$ cat src/rtl/pipe_stall_ctrl_pkg.sv
// Shared definitions for the pipeline stall controller: stop/no-stop levels,
// the four stall vectors (bit0 PC .. bit5 WB, 1 = stop) and the multi-cycle
// sequencer state encoding.
package pipe_stall_ctrl_pkg;

    localparam logic STOP   = 1'b1;
    localparam logic NOSTOP = 1'b0;

    localparam logic [5:0] STALL_NONE = 6'b000000;
    localparam logic [5:0] STALL_ID   = 6'b000111;
    localparam logic [5:0] STALL_EX   = 6'b001111;
    localparam logic [5:0] STALL_MEM  = 6'b011111;

    typedef enum logic [1:0] {
        MC_IDLE = 2'b00,
        MC_BUSY = 2'b01,
        MC_DONE = 2'b10
    } mc_state_e;

    // Fixed-priority merge of the stall requests; the first active source wins.
    function automatic logic [5:0] stall_sel(input logic req_mem,
                                             input logic req_ex,
                                             input logic req_id);
        logic [5:0] v;
        v = STALL_NONE;
        if (req_mem)     v = STALL_MEM;
        else if (req_ex) v = STALL_EX;
        else if (req_id) v = STALL_ID;
        return v;
    endfunction

endpackage

$ cat src/rtl/pipe_stall_ctrl_if.sv
// Handshake bundle between the pipeline stages and the stall controller.
// master = pipeline side (raises requests), slave = controller.
interface pipe_stall_ctrl_if #(
    parameter int unsigned CNT_W  = 6,
    parameter int unsigned PERF_W = 32
);

    logic              stallreq_id;
    logic              stallreq_mem;
    logic              mc_start;
    logic [CNT_W-1:0]  mc_cycles;
    logic              mc_abort;
    logic [5:0]        stall;
    logic              mc_busy;
    logic              mc_done;
    logic [CNT_W-1:0]  mc_remain;
    logic [PERF_W-1:0] stall_cycles;

    modport master (
        output stallreq_id, stallreq_mem, mc_start, mc_cycles, mc_abort,
        input  stall, mc_busy, mc_done, mc_remain, stall_cycles
    );

    modport slave (
        input  stallreq_id, stallreq_mem, mc_start, mc_cycles, mc_abort,
        output stall, mc_busy, mc_done, mc_remain, stall_cycles
    );

endinterface

$ cat src/rtl/pipe_stall_ctrl_mc_seq.sv
// Multi-cycle EX sequencer: holds an instruction in EX for N cycles (start
// cycle included), then reports completion in DONE, lingering there while
// MEM is stalled. Synchronous active-low reset, mc_abort returns to IDLE.
module pipe_stall_ctrl_mc_seq
    import pipe_stall_ctrl_pkg::*;
#(
    parameter int unsigned CNT_W = 6
) (
    input  logic             Clk,
    input  logic             Rst_n,
    input  logic             mc_start_i,
    input  logic [CNT_W-1:0] mc_cycles_i,
    input  logic             mc_abort_i,
    input  logic             stallreq_mem_i,
    output logic             stallreq_ex_o,
    output logic             mc_busy_o,
    output logic             mc_done_o,
    output logic [CNT_W-1:0] mc_remain_o
);

    mc_state_e        state_q, state_d;
    logic [CNT_W-1:0] cnt_q, cnt_d;
    logic             busy_q;
    logic             done_q;
    logic [CNT_W-1:0] remain_q;
    logic             start_ok;

    assign start_ok = mc_start_i && (mc_cycles_i != '0);

    // Next-state and hold counter; the counter holds the BUSY cycles still to come.
    always_comb begin
        state_d = state_q;
        cnt_d   = cnt_q;
        if (mc_abort_i) begin
            state_d = MC_IDLE;
            cnt_d   = '0;
        end else begin
            case (state_q)
                MC_IDLE: begin
                    if (start_ok) begin
                        cnt_d   = mc_cycles_i - CNT_W'(1);
                        state_d = (mc_cycles_i == CNT_W'(1)) ? MC_DONE : MC_BUSY;
                    end
                end
                MC_BUSY: begin
                    cnt_d = (cnt_q == '0) ? '0 : cnt_q - CNT_W'(1);
                    if (cnt_q <= CNT_W'(1)) begin
                        state_d = MC_DONE;
                    end
                end
                MC_DONE: begin
                    if (!stallreq_mem_i) begin
                        state_d = MC_IDLE;
                    end
                end
                default: begin
                    state_d = MC_IDLE;
                    cnt_d   = '0;
                end
            endcase
        end
    end

    // State, counter and registered status outputs; status is derived from
    // the next state so it lines up with state_q in the same cycle.
    always_ff @(posedge Clk) begin
        if (!Rst_n) begin
            state_q  <= MC_IDLE;
            cnt_q    <= '0;
            busy_q   <= 1'b0;
            done_q   <= 1'b0;
            remain_q <= '0;
        end else begin
            state_q  <= state_d;
            cnt_q    <= cnt_d;
            busy_q   <= (state_d == MC_BUSY);
            done_q   <= (state_d == MC_DONE);
            remain_q <= (state_d == MC_BUSY) ? cnt_d : '0;
        end
    end

    // EX stall is raised already in the accepting IDLE cycle; all outputs
    // are forced low while reset is held.
    assign stallreq_ex_o = (Rst_n && ((state_q == MC_BUSY) ||
                                      ((state_q == MC_IDLE) && start_ok))) ? STOP : NOSTOP;
    assign mc_busy_o     = Rst_n && busy_q;
    assign mc_done_o     = Rst_n && done_q;
    assign mc_remain_o   = Rst_n ? remain_q : '0;

endmodule

$ cat src/rtl/pipe_stall_ctrl.sv
// Central pipeline stall control: merges MEM, EX (multi-cycle sequencer) and
// ID stall requests by priority into the 6-bit stall vector.
// Optional stall-cycle performance counter: define PIPE_STALL_PERF_EN.
module pipe_stall_ctrl
    import pipe_stall_ctrl_pkg::*;
#(
    parameter int unsigned CNT_W  = 6,
    parameter int unsigned PERF_W = 32
) (
    input  logic           Clk,
    input  logic           Rst_n,
    pipe_stall_ctrl_if.slave bus
);

    logic       stallreq_ex;
    logic [5:0] stall_vec;

    pipe_stall_ctrl_mc_seq #(
        .CNT_W (CNT_W)
    ) u_mc_seq (
        .Clk            (Clk),
        .Rst_n          (Rst_n),
        .mc_start_i     (bus.mc_start),
        .mc_cycles_i    (bus.mc_cycles),
        .mc_abort_i     (bus.mc_abort),
        .stallreq_mem_i (bus.stallreq_mem),
        .stallreq_ex_o  (stallreq_ex),
        .mc_busy_o      (bus.mc_busy),
        .mc_done_o      (bus.mc_done),
        .mc_remain_o    (bus.mc_remain)
    );

    // Priority merge; ID-only stall freezes PC/IF/ID so ID/EX takes a bubble.
    always_comb begin
        stall_vec = STALL_NONE;
        if (Rst_n) begin
            stall_vec = stall_sel(bus.stallreq_mem, stallreq_ex, bus.stallreq_id);
        end
    end

    assign bus.stall = stall_vec;

`ifdef PIPE_STALL_PERF_EN
    logic [PERF_W-1:0] perf_q, perf_d;

    // Saturating count of cycles with any stage stopped.
    always_comb begin
        perf_d = perf_q;
        if ((stall_vec != STALL_NONE) && (perf_q != '1)) begin
            perf_d = perf_q + PERF_W'(1);
        end
    end

    // Performance counter register, cleared only by reset.
    always_ff @(posedge Clk) begin
        if (!Rst_n) begin
            perf_q <= '0;
        end else begin
            perf_q <= perf_d;
        end
    end

    assign bus.stall_cycles = perf_q;
`else
    assign bus.stall_cycles = {PERF_W{1'b0}};
`endif

endmodule

$ cat src/flat_wrapper.sv
// flat-port wrapper written by rule: the top's interface ports become plain ports
module pipe_stall_ctrl_flat import pipe_stall_ctrl_pkg::*;
#(
    parameter int unsigned CNT_W  = 6,
    parameter int unsigned PERF_W = 32
)
  (Clk, Rst_n, bus_stallreq_id, bus_stallreq_mem, bus_mc_start, bus_mc_cycles, bus_mc_abort, bus_stall, bus_mc_busy, bus_mc_done, bus_mc_remain, bus_stall_cycles);
  pipe_stall_ctrl_if #(.CNT_W(CNT_W), .PERF_W(PERF_W)) bus_i ();
  input  logic Clk;
  input  logic Rst_n;
  input wire logic [$bits(bus_i.stallreq_id)-1:0] bus_stallreq_id;
  input wire logic [$bits(bus_i.stallreq_mem)-1:0] bus_stallreq_mem;
  input wire logic [$bits(bus_i.mc_start)-1:0] bus_mc_start;
  input wire logic [$bits(bus_i.mc_cycles)-1:0] bus_mc_cycles;
  input wire logic [$bits(bus_i.mc_abort)-1:0] bus_mc_abort;
  output wire logic [$bits(bus_i.stall)-1:0] bus_stall;
  output wire logic [$bits(bus_i.mc_busy)-1:0] bus_mc_busy;
  output wire logic [$bits(bus_i.mc_done)-1:0] bus_mc_done;
  output wire logic [$bits(bus_i.mc_remain)-1:0] bus_mc_remain;
  output wire logic [$bits(bus_i.stall_cycles)-1:0] bus_stall_cycles;
  assign bus_i.stallreq_id = bus_stallreq_id;
  assign bus_i.stallreq_mem = bus_stallreq_mem;
  assign bus_i.mc_start = bus_mc_start;
  assign bus_i.mc_cycles = bus_mc_cycles;
  assign bus_i.mc_abort = bus_mc_abort;
  assign bus_stall = bus_i.stall;
  assign bus_mc_busy = bus_i.mc_busy;
  assign bus_mc_done = bus_i.mc_done;
  assign bus_mc_remain = bus_i.mc_remain;
  assign bus_stall_cycles = bus_i.stall_cycles;
  pipe_stall_ctrl #(.CNT_W(CNT_W), .PERF_W(PERF_W)) u_core (.Clk(Clk), .Rst_n(Rst_n), .bus(bus_i));
endmodule
$ cat config.mk
export PLATFORM = sky130hd
export DESIGN_NAME = pipe_stall_ctrl_flat
export DESIGN_NICKNAME = d
export VERILOG_FILES = /design/src/rtl/pipe_stall_ctrl_pkg.sv /design/src/rtl/pipe_stall_ctrl_if.sv /design/src/rtl/pipe_stall_ctrl_mc_seq.sv /design/src/rtl/pipe_stall_ctrl.sv /design/src/flat_wrapper.sv
export SDC_FILE = /design/constraint.sdc
export NUM_CORES = 1
export LEC_CHECK = 0
export CORE_ASPECT_RATIO = 1.75
export CORE_MARGIN = 2
export CORE_UTILIZATION = 41
export DETAILED_ROUTE_END_ITERATION = 10
export PLACE_DENSITY = 0.88
export SYNTH_ARGS = -nofsm -noshare
export SYNTH_HDL_FRONTEND = slang
export SYNTH_SLANG_ARGS = --single-unit
export TNS_END_PERCENT = 30
$ cat constraint.sdc
create_clock -name Clk -period 2.8 [get_ports Clk]
set_input_delay 0.56 -clock Clk [delete_from_list [all_inputs] [get_ports Clk]]
set_output_delay 0.56 -clock Clk [all_outputs]
set_load 0.005 [all_outputs]
==> results.txt, run 1 <==
* R2r worst-path depth: 4
* Post-synth top area cell: dfxtp_1
* Average size of a mapped cell: 8.10 µm²
- The worst register-to-register path ends at u_core.u_mc_seq.remain_q[5].
* Number of nets with antenna violations after routing: 0
- Crit Reg-Reg Startpoint: u_core.u_mc_seq.cnt_q[3]
- Of the synthesized area, sequential elements account for 0.253.
- The share of total power dissipated in the clock network is 0.339.
* Clock tree buffer depth: 2
- The die covers 0.00356 mm².
- Entering global routing, the biggest net connects 15 pins.
* Combined area of the multi-input logic cells: 788 µm²
* Setup crit start kind: input pin
* Die Width: 46.0 µm
* Hold Crit Depth: 2
- The congestion estimate from routability-driven global placement came to 0.851.
* Routed length per instance: 11.9 µm
* Reg-to-reg slack, setup: 0.79 ns
* Internal Dissipation: 0.430 mW
- Level count of the clock H-tree: 1
- Ys async rst share: 0
- Summed over all cells, the static leakage comes to 0.665 nW.
- Post-route cell area: 0.00156 mm²
- Number of flops mapped to enable cells by yosys: 0
- For this design the total switching power over the nets is 0.164 mW.
- The most critical setup path has its startpoint at bus_mc_cycles[1].
- Outcome: complete, no violations
- The max-slew violation count is 0.
* Layout cells sized above 1: 0.173
* Clock Latency Late Sink: 0.25 ns
- CP max stage delay: 0.39 ns
* Sw Share: 0.276
- The design draws 0.594 mW.
* Number of antenna diodes: 0
- Number of standard cells after synthesis: 156
- For this block, the initial DRC count from the detailed router was 33.
- From bottom edge to top edge, the die measures 77.4 µm.
- Endpoint of the worst hold-timing path: u_core.u_mc_seq.cnt_q[5]
- Routed WL: 2620 µm
- Data required, critical path: 2.24 ns
- Headroom to the max-slew limit came out at 0.590.
- VDD sags by at most 215 µV.
- Of the post-synthesis cell area, the dominant cell type holds 0.253.
- Unique cell type count in the Yosys netlist: 36
- Synthesis-to-layout area growth: 23.6%
- Overall routing resource usage: 0.156
- Effective utilization at floorplan: 0.432
* Wire length of the first global-routing pass: 4220 µm
- The Yosys step of the flow raised 0 warnings.
- Cell breakdown of the critical path: clkbuf_2, inv_2, ha_4, or3b_4, o31ai_4, a21oi_2, o31a_1, buf_4, buf_2
- Setup TNS Final: 0 ns
- Highest net fanout along the worst path: 3
- At the end of the flow, the number of nets in the layout was 209.
* Hold Worst Slack: 0.573 ns
* Remaining global-route overflow: 0
* Most frequently used cell type in the post-synthesis netlist: buf_4
- Routed via count divided by cell count: 5.21
* Number of synthesized register bits: 16
- Reg power frac: 0.413
- Derived from the worst setup path, the maximum achievable clock frequency is 377 MHz.
* Port-buffer cells: 24
- For the final database, setup skew stands at 0.00235 ns.
- Storage element area: 320 µm²
- The mapped netlist covers 0.00126 mm².
- The first TritonRoute pass finished after 4 iterations.
- The initial antenna violation count was 0.
- After clock tree synthesis, the clock-pin slew on the worst setup and hold paths is 0.06 ns.
- The startpoint identified for the worst hold timing path is u_core.u_mc_seq.cnt_q[5].
* Post-Place Cell Area: 0.00147 mm²
* Number of fill cells in the layout: 262
- Synth cell count leaders: buf_4 (35), dfxtp_1 (16), nor2_1 (11)
* Setup-failing EPs final: 0
- Primary FF master, synth: dfxtp_1
- Cell Pwr Density: 380 mW/mm²
- Worst endpoint data arrival time: 2.09 ns
- Min-Delay Path Class: reg2reg
- Cells taking the most area after synthesis: dfxtp_1 (25%), buf_4 (21%), ha_1 (5.0%)
- Period utilisation layout: 0.948
- Clock period minus final worst setup slack: 2.65 ns
* Max-cap check violation count: 0
- Num Clock Sinks: 16
- Kind of capture point of the worst setup path: primary output
- Via count of the first global-routing pass: 1,015
- The slowest stage of the critical path belongs to the cell or3b_4.
- Setup repair after global routing left no endpoint under its margin.
- In the routed design, unresolved DRC markers number 0.
* Total CTS buffers: 3
- Dpl hpwl: 2130 µm
- Core area: 0.00293 mm²
* Type of the worst setup path: in2out
* Total via count after detailed routing: 1,141
* Clock root buffer master: clkbuf_8
* Actual slew at the worst max-slew pin: 0.609 ns
- Total number of placement rows: 26
- Combinational cell fraction of total power: 0.248
* Number of top-level pins: 58
* Clock tree from TritonCTS: done
* Hold violation total from the final report: 0
-- power groups by stage --
stage / Sequential (mW) / Clock (mW) / Combinational, mW
floorplan: 0.246 / 0 / 0.119
global route: 0.246 / 0.214 / 0.165
detailed placement: 0.250 / 0 / 0.142
global placement: 0.250 / 0 / 0.139
finish: 0.245 / 0.201 / 0.147
CTS: 0.245 / 0.202 / 0.144
-- repair_timing --
action                                  CTS  global route
buffers inserted                          2             1
endpoints found under the setup margin    4             4
hold endpoints to repair                  0             0
gates resized for setup                  18             9
pin swaps                                 4             4
hold buffers                              0             0
-- per-layer routing --
metal / track usage / up-vias / wire length, µm
li1: - / 561 / -
met1: 0.141 / 510 / 895
met2: 0.304 / 61 / 1490
met3: 0.0163 / 9 / 151
met4: 0.0771 / 0 / 81
met5: 0 / - / 0
-- logic make-up after synthesis --
family,Yosys count,share of synthesized area
buffers and inverters,47,0.244
AO/OA/AOI/OAI,39,0.230
other,1,0.00297
AND/OR/NAND/NOR,44,0.193
XOR/XNOR,4,0.0277
flip-flops,16,0.253
adder cells (fa/ha/maj),5,0.0495
-- layout make-up --
class,count,area share
repair buffers,39,0.216
well taps,28,0.0224
inverters,7,0.0168
clock buffers,4,0.0353
flip-flops and latches,16,0.205
multi-input cells,125,0.505
-- flip-flops by register name, indices dropped and copies added, names as in the netlist --
register,cells
u_core.u_mc_seq.done_q,1
u_core.u_mc_seq.busy_q,1
u_core.u_mc_seq.remain_q,6
u_core.u_mc_seq.state_q,2
u_core.u_mc_seq.cnt_q,6
-- how the worst max path moves through the flow --
stage | end | slack (ns) | depth (start not counted)
3_3_place_gp | bus_stall[0] | -0.59 | 8
2_1_floorplan | bus_stall[1] | 0.16 | 7
3_5_place_dp | bus_stall[1] | -0.64 | 8
6_report | bus_stall[1] | 0.15 | 9
5_1_grt | bus_stall[1] | 0.07 | 9
4_1_cts | bus_stall[1] | -0.14 | 9
-- cells in the final DEF (no fill, tap or decap), drive strengths merged, types with 4 or more instances in the layout --
cell / Yosys / routed
inv: 7 / 7
nor2: 11 / 11
a2111oi: 4 / 4
clkbuf: 5 / 6
a21oi: 7 / 7
conb: 1 / 33
ha: 5 / 5
nand3: 4 / 4
and2: 9 / 9
buf: 35 / 17
a211oi: 7 / 7
clkdlybuf4s50: 0 / 16
dfxtp: 16 / 16
-- stage by stage --
| step | cells | setup slack (ns) | util |
|---|---|---|---|
| floorplan | 188 | 0.158 | - |
| global placement | 212 | -0.586 | 0.501 |
| detailed placement | 212 | -0.643 | 0.501 |
| CTS | 218 | -0.143 | 0.528 |
| global route | 219 | 0.0656 | 0.533 |
| finish | 219 | 0.145 | 0.533 |
-- critical path, delay by kind of cell --
kind / cells / cell delay, ns
buf+inv: 4 / 0.42
simple gates: 1 / 0.39
compound gates: 3 / 0.59
fa+ha+maj: 1 / 0.13
No activity file was read; power rests on OpenSTA's default activity.
==> inputs of run 2 (changes only) <==
--- a/config.mk
+++ b/config.mk
@@ -10,6 +10,7 @@
 export CORE_UTILIZATION = 41
 export DETAILED_ROUTE_END_ITERATION = 10
 export PLACE_DENSITY = 0.88
+export SLEW_MARGIN = 30
 export SYNTH_ARGS = -nofsm -noshare
 export SYNTH_HDL_FRONTEND = slang
 export SYNTH_SLANG_ARGS = --single-unit
==> constraint.sdc (replaced) <==
create_clock -name Clk -period 2.7 [get_ports Clk]
set_input_delay 0.54 -clock Clk [delete_from_list [all_inputs] [get_ports Clk]]
set_output_delay 0.54 -clock Clk [all_outputs]
set_load 0.005 [all_outputs]
==> run 2 against run 1 <==
  * Critical path depth did not move
  * Non-clock buffer count rose by 3
  * Hold slack improved by 0.0083 ns
  * Global-route usage rose by 0.82 points
  * Power rose by 5.9%
  * Combinational power rose by 12%
  * Register-to-register slack got worse by 0.14 ns
  * Clock-buffer cell count did not move
  * Sequential power rose by 3%
  * Final cell count rose by 1.4%
  * Wire length rose by 5.6%
  * Via count rose by 5.4%
  * Critical path type unchanged
  * Largest power group unchanged
==> results.txt, run 2 (synthesized netlist as in run 1, its figures left out) <==
- Clock tree from TritonCTS: done (unchanged)
- The count of inserted antenna diode cells is 0 (unchanged).
- The detailed-route wire length came to 2760 µm (was 2620 µm).
- The sort of element at the start of the critical path was an input pin (unchanged).
* Max-cap check violation count: 0 (unchanged)
- Unrepaired setup endpoints after global routing: false (unchanged).
- Actual slew at the worst max-slew pin: 0.708 ns (was 0.609 ns)
- Biggest regs: u_core.u_mc_seq.cnt_q x6, u_core.u_mc_seq.remain_q x6, u_core.u_mc_seq.state_q x2 (unchanged)
- The normalized max-slew margin is 0.524 (was 0.590).
- The maximum fanout along the worst path is 3 (unchanged).
- The most common cell after layout, fill and taps aside is conb_1 (unchanged).
- Outcome: complete, no violations (unchanged).
- The detail-routed via count per cell was 5.42 (was 5.21).
- The data required time of the worst path is 2.16 ns (was 2.24 ns).
- Total via count after detailed routing: 1,203 (was 1,141)
* Cell Pwr Density: 394 mW/mm² (was 380 mW/mm²)
* Level count of the clock H-tree: 1 (unchanged)
* Placed Instances: 213 (was 212)
* Worst endpoint data arrival time: 2.06 ns (was 2.09 ns)
- The die boundary height came to 77.4 µm (unchanged).
* Kind of capture point of the worst setup path: primary output (unchanged)
* Period utilisation layout: 0.961
- Number of top-level pins: 58 (unchanged)
- The number of filler cells placed in the layout is 261 (was 262).
- The total of endpoints with negative setup slack in the final report is 0 (unchanged).
- Derived from the worst setup path, the maximum achievable clock frequency is 385 MHz.
- Final estimated routing congestion in global placement: 0.861 (was 0.851)
* Crit Reg-Reg Startpoint: u_core.u_mc_seq.cnt_q[3] (unchanged)
* Maximum resistive drop on vdd: 212 µV (was 215 µV)
- Synthesis-to-layout area growth: 26.2% (was 23.6%)
- The worst clock skew was 0.00373 ns (was 0.00235 ns).
- The first-pass detailed-route iteration total is 4 (unchanged).
* Total Power Consumption: 0.629 mW (was 0.594 mW)
- Clock root buffer master: clkbuf_8 (unchanged)
- The beginning of the worst hold path is u_core.u_mc_seq.cnt_q[5] (unchanged).
* Effective utilization at floorplan: 0.432 (unchanged)
- Routed length per instance: 12.5 µm (was 11.9 µm)
- Most frequent cells in the layout: conb_1 (33), buf_4 (18), clkdlybuf4s50_1 (16), dfxtp_1 (16), nor2_1 (11) (was conb_1 (33), clkdlybuf4s50_1 (16), dfxtp_1 (16), buf_4 (15), nor2_1 (11))
* Total CTS buffers: 3 (unchanged)
* Clock tree buffer depth: 2 (unchanged)
* R2r worst-path depth: 4 (unchanged)
- The post-route non-filler standard cell count was 222 (was 219).
* Overall routing resource usage: 0.164 (was 0.156)
- Min-Delay Path Class: reg2reg (unchanged)
- Final slew viol count: 0 (unchanged)
- The routed design could run at a clock period as short as 2.60 ns.
- Remaining global-route overflow: 0 (unchanged)
* Num Clock Sinks: 16 (unchanged)
- Via count of the first global-routing pass: 1,062 (was 1,015)
- Port-buffer cells: 24 (unchanged)
- The placed wire-length estimate after detailed placement came to 2100 µm (was 2130 µm).
- The global-route wire length before repair came to 4460 µm (was 4220 µm).
- Hold Crit Depth: 2 (unchanged)
- Type of the worst setup path: in2out (unchanged)
* Detailed-route DRC error count: 0 (unchanged)
* Reg-to-reg slack, setup: 0.65 ns (was 0.79 ns)
- Post-layout nets: 212 (was 209)
- Endpoint of the worst hold-timing path: u_core.u_mc_seq.cnt_q[5] (unchanged)
- Post-CTS Hold Fix Bufs: 0 (unchanged)
- The area enclosed by the die boundary was 0.00356 mm² (unchanged).
- The width of the die came to 46.0 µm (unchanged).
- The worst-case hold slack was 0.581 ns (was 0.573 ns).
- Hold violation total from the final report: 0 (unchanged)
* Number of nets with antenna violations after routing: 0 (unchanged)
- Iteration-0 DRC count of the detailed router: 46 (was 33)
- Number of antenna violations at the first check in global routing: 0 (unchanged)
- The fraction of layout instances using a drive strength above 1 was 0.186 (was 0.173).
* CTS clock-pin slew for the worst setup and hold paths: 0.06 ns (about the same)
- Core area: 0.00293 mm² (unchanged)
* Maximum number of pins on one net before global-route repair: 14 (was 15)
- The reg-to-reg endpoint is u_core.u_mc_seq.remain_q[5] (unchanged).
* Total leakage power: 0.670 nW (was 0.665 nW)
- Clock Latency Late Sink: 0.25 ns (about the same)
- Total number of placement rows: 26 (unchanged)
==> run 2: cell count changes in the layout (fill, tap and decap cells not counted), sizes merged <==
cell	change
clkbuf	-2
dlymetal6s2s	-2
dlygate4sd2	+2
buf	+5
==> run 2: area by class of cell <==
| type | instances | area (µm²) | area share |
|---|---|---|---|
| well taps | 28 | 35.0 | 0.0220 |
| clock buffers | 4 | 55.1 | 0.0345 |
| inverters | 7 | 26.3 | 0.0165 |
| repair buffers | 42 | 370 | 0.232 |
| flip-flops and latches | 16 | 320 | 0.201 |
| multi-input cells | 125 | 788 | 0.494 |
==> run 2: worst max-delay path, stage by stage <==
cell and delay [ns]:
buf_6 0.09, inv_2 0.07, ha_4 0.13, or3b_4 0.39
o31ai_4 0.21, a21oi_2 0.08, o31a_1 0.29, buf_4 0.14
buf_6 0.10
==> run 2: where the power goes <==
group	total [mW]	internal [mW]	switching [mW]
sequential	0.252	0.245	0.00744
combinational	0.164	0.0770	0.0868
clock	0.213	0.129	0.0833
==> run 2: repair_timing <==
| action | CTS | global route |
|---|---|---|
| setup endpoints to repair | 4 | 3 |
| endpoints found under the hold margin | 0 | 0 |
| resized for setup | 32 | 0 |
| setup buffers | 4 | 1 |
| pin swaps | 5 | 2 |
==> run 2: worst max path at each step <==
stage,from,to,slack [ns],depth (start not counted)
CTS,bus_mc_cycles[0],bus_stall[1],0.02,9
global placement,bus_mc_cycles[1],bus_stall[0],-0.65,8
floorplan,bus_mc_cycles[1],bus_stall[1],0.1,7
finish,bus_mc_cycles[1],bus_stall[1],0.10,9
detailed placement,bus_mc_cycles[1],bus_stall[1],-0.68,8
global route,bus_mc_cycles[1],bus_stall[0],0.02,9
==> run 2: stage by stage <==
stage	utilization	instance area [µm²]	worst slack (ns)	setup TNS, ns
6_report	0.545	1600	0.105	0
5_1_grt	0.545	1600	0.0175	0
4_1_cts	0.542	1590	0.0182	0
3_5_place_dp	0.504	1480	-0.684	-2.58
3_3_place_gp	0.504	1480	-0.649	-2.47
2_1_floorplan	-	1380	0.0982	0
==> run 2: layer usage <==
layer  global-route usage  part of all wire
met5                    0                 0
met4                0.100             0.048
met2                0.303              0.55
met3               0.0302             0.072
met1                0.148              0.33
==> inputs of run 3 (changes only) <==
--- a/config.mk
+++ b/config.mk
@@ -6,7 +6,7 @@
 export NUM_CORES = 1
 export LEC_CHECK = 0
 export CORE_ASPECT_RATIO = 1.75
-export CORE_MARGIN = 2
+export CORE_MARGIN = 4
 export CORE_UTILIZATION = 41
 export DETAILED_ROUTE_END_ITERATION = 10
 export PLACE_DENSITY = 0.88
==> constraint.sdc (replaced) <==
create_clock -name Clk -period 2.6 [get_ports Clk]
set_input_delay 0.52 -clock Clk [delete_from_list [all_inputs] [get_ports Clk]]
set_output_delay 0.52 -clock Clk [all_outputs]
set_load 0.005 [all_outputs]
==> run 3 against run 2 <==
  * Critical path depth unchanged
  * Hold slack lost 0.0029 ns
  * Via count rose by 2.0%
  * Worst setup slack got worse by 0.034 ns
  * Critical endpoint is now bus_stall[0]
  * Largest cell class unchanged
  * Largest power group unchanged
==> results.txt, run 3 (synthesized netlist as in run 1, its figures left out) <==
* Outcome: complete, no violations (unchanged)
- Post-layout nets: 216 (was 212)
- The placed wire-length estimate after detailed placement is 2310 µm (was 2100 µm).
- The placeable core region came to 0.00293 mm² (unchanged).
- Post-route cell area: 0.00164 mm² (was 0.00160 mm²)
- The worst-case hold slack is 0.578 ns (was 0.581 ns).
- The width of the die is 50.0 µm (was 46.0 µm).
- Sw power: 0.181 mW (was 0.178 mW)
- Endpoint of the worst-slack reg-to-reg timing path: u_core.u_mc_seq.remain_q[5] (unchanged)
- Data required, critical path: 2.08 ns (was 2.16 ns)
* Most common cell after layout, fill and taps aside: conb_1 (unchanged)
- Reg power frac: 0.400 (was 0.401)
- Clock root buffer master: clkbuf_8 (unchanged)
- Wire length of the first global-routing pass: 4620 µm (was 4460 µm)
- Level count of the clock H-tree: 1 (unchanged)
- Biggest regs: u_core.u_mc_seq.cnt_q x6, u_core.u_mc_seq.remain_q x6, u_core.u_mc_seq.state_q x2 (unchanged)
* Num Clock Sinks: 16 (unchanged)
- The number of global-route vias before repair came to 1,119 (was 1,062).
- The beginning of the worst register-to-register path is u_core.u_mc_seq.cnt_q[3] (unchanged).
- The sort of element at the start of the critical path was an input pin (unchanged).
- Type of the worst setup path: in2out (unchanged)
- Unrepaired setup endpoints after global routing: false (unchanged).
* Most frequent cells in the layout: conb_1 (33), buf_4 (22), clkdlybuf4s50_1 (16), dfxtp_1 (16), nor2_1 (11) (was conb_1 (33), buf_4 (18), clkdlybuf4s50_1 (16), dfxtp_1 (16), nor2_1 (11))
- The clock latency reported for the late side of the worst-skew pair is 0.25 ns (about the same).
* Max-cap check violation count: 0 (unchanged)
- Effective utilization at floorplan: 0.432 (unchanged)
- The clock transition at the registers of the reported paths was 0.06 ns (about the same).
- Actual slew at the worst max-slew pin: 0.649 ns (was 0.708 ns)
- Clock period minus final worst setup slack: 2.53 ns
* R2r worst-path depth: 4 (unchanged)
- Cell breakdown of the critical path: buf_6, inv_4, ha_4, or3b_4, o31ai_4, a21oi_2, o31a_1, buf_4, buf_6 (was buf_6, inv_2, ha_4, or3b_4, o31ai_4, a21oi_2, o31a_1, buf_4, buf_6).
* Total die area: 0.00407 mm² (was 0.00356 mm²)
- Hold violation total from the final report: 0 (unchanged)
* Total via count after detailed routing: 1,227 (was 1,203)
- Sw Share: 0.276 (was 0.282)
- Total leakage power: 0.687 nW (was 0.670 nW)
- The maximum fanout along the worst path was 3 (unchanged).
- Routed length per instance: 13.4 µm (was 12.5 µm)
* Routed WL: 3030 µm (was 2760 µm)
- Total number of placement rows: 26 (unchanged)
* Number of top-level pins: 58 (unchanged)
- Number of antenna violations at the first check in global routing: 0 (unchanged)
- Maximum number of pins on one net before global-route repair: 14 (unchanged)
- The nature of the critical path endpoint is a primary output (unchanged).
- Of the available clock period, the critical path in the final layout requires 0.973.
- Post-Place Cell Area: 0.00151 mm² (was 0.00148 mm²)
- Pre-Repair DR Iteration Count: 4 (unchanged)
- The internal power summed over all cells came to 0.474 mW (was 0.451 mW).
- The total of endpoints with negative setup slack in the final report is 0 (unchanged).
* Clock power share: 0.328 (was 0.338)
- Number of antenna diodes: 0 (unchanged)
- The total congestion overflow after global routing is 0 (unchanged).
- The normalized max-slew margin was 0.563 (was 0.524).
- The combinational cell fraction of total power is 0.272 (was 0.261).
- Library cell appearing most often on the critical path: buf_6 (unchanged)
- Iteration-0 DRC count of the detailed router: 43 (was 46)
- The worst-path cell with the longest stage delay is or3b_4 (unchanged).
- Worst endpoint data arrival time: 2.01 ns (was 2.06 ns)
* Routed via count divided by cell count: 5.43 (was 5.42)
- The path class of the lowest-slack min-delay path is reg2reg (unchanged).
- Number of nets with antenna violations after routing: 0 (unchanged)
- Die height: 81.4 µm (was 77.4 µm)
- The area growth from synthesis to final layout is 29.4% (was 26.2%).
- CP max stage delay: 0.39 ns (about the same)
- Highest clock frequency the design can meet: 395 MHz
* Post-route core utilization: 0.559 (was 0.545)
- Clock tree from TritonCTS: done (unchanged)
- Detailed-route DRC error count: 0 (unchanged)
* Overall routing resource usage: 0.141 (was 0.164)
* Final slew viol count: 0 (unchanged)
- The number of buffers on the longest clock path is 2 (unchanged).
- The cell count after placement is 217 (was 213).
- Final Skew: 0.00243 ns (was 0.00373 ns)
- Layout cells sized above 1: 0.197 (was 0.186)
* Final Non-Filler Cells: 226 (was 222)
- Cell Pwr Density: 401 mW/mm² (was 394 mW/mm²)
* Maximum resistive drop on vdd: 227 µV (was 212 µV)
- The count of buffers inserted at the top-level ports came to 24 (unchanged).
* Reg-to-reg slack, setup: 0.49 ns (was 0.65 ns)
- The worst setup path startpoint is bus_mc_cycles[1] (unchanged).
- Worst setup path end: bus_stall[0] (was bus_stall[1])
- Total CTS buffers: 3 (unchanged)
- The global placement routability congestion was 0.837 (was 0.861).
[run 3: cell count changes in the layout (fill, tap and decap cells not counted)]
cell,previous run,this run
dlygate4sd2_1,3,1
clkdlybuf4s15_1,1,4
inv_2,2,1
inv_4,0,1
buf_2,1,0
buf_4,18,22
[run 3: layout make-up]
class	count	area, µm²
tap	28	35.0
timing repair buffer	46	408
fill	246	1290
clock buffer	4	55.1
multi-input combinational	125	788
sequential	16	320
inverter	7	28.8
[run 3: worst max-delay path, delay by kind of cell]
family                     cells  cell delay, ns
AOI/OAI and AO/OA              3            0.58
buffers and inverters          4            0.39
and+or+nand+nor                1            0.39
adders and majority gates      1            0.12
[run 3: per-layer routing]
metal | vias to the layer above | wire (µm) | track usage
met1 | 572 | 1060 | 0.128
met5 | - | 0 | 0
met4 | 0 | 103 | 0.0776
met2 | 69 | 1650 | 0.298
li1 | 574 | - | -
met3 | 12 | 221 | 0.00907
[run 3: metrics by stage]
stage	setup TNS [ns]	total power, mW	worst slack, ns
floorplan	0	0.393	0.0382
global placement	-2.76	0.427	-0.696
detailed placement	-3.03	0.430	-0.761
CTS	-0.0262	0.651	-0.0262
global route	0	0.682	0.00486
finish	0	0.655	0.0709
[run 3: how the worst min path moves through the flow]
stage | depth (start not counted) | startpoint | end
finish | 2 | u_core.u_mc_seq.cnt_q[5] | u_core.u_mc_seq.cnt_q[5]
global route | 2 | u_core.u_mc_seq.cnt_q[5] | u_core.u_mc_seq.cnt_q[5]
CTS | 2 | u_core.u_mc_seq.cnt_q[5] | u_core.u_mc_seq.cnt_q[5]
detailed placement | 2 | u_core.u_mc_seq.cnt_q[5] | u_core.u_mc_seq.cnt_q[5]
global placement | 2 | u_core.u_mc_seq.cnt_q[5] | u_core.u_mc_seq.cnt_q[5]
floorplan | 2 | u_core.u_mc_seq.cnt_q[5] | u_core.u_mc_seq.cnt_q[5]
[run 3: what timing repair did]
item / CTS / global route
setup endpoints to repair: 4 / 4
endpoints found under the hold margin: 0 / 0
setup buffers: 5 / 0
pin swaps: 5 / 2
gates cloned: 0 / 0
hold buffers: 0 / 0
resized for setup: 32 / 1
[run 3: power by group through the flow]
| stage | registers (mW) | clock network, mW | logic [mW] |
|---|---|---|---|
| after CTS | 0.262 | 0.214 | 0.175 |
| after detailed placement | 0.267 | 0 | 0.163 |
| final | 0.262 | 0.215 | 0.178 |
| after global routing | 0.263 | 0.226 | 0.194 |
| after global placement | 0.267 | 0 | 0.160 |
| after floorplan | 0.265 | 0 | 0.128 |
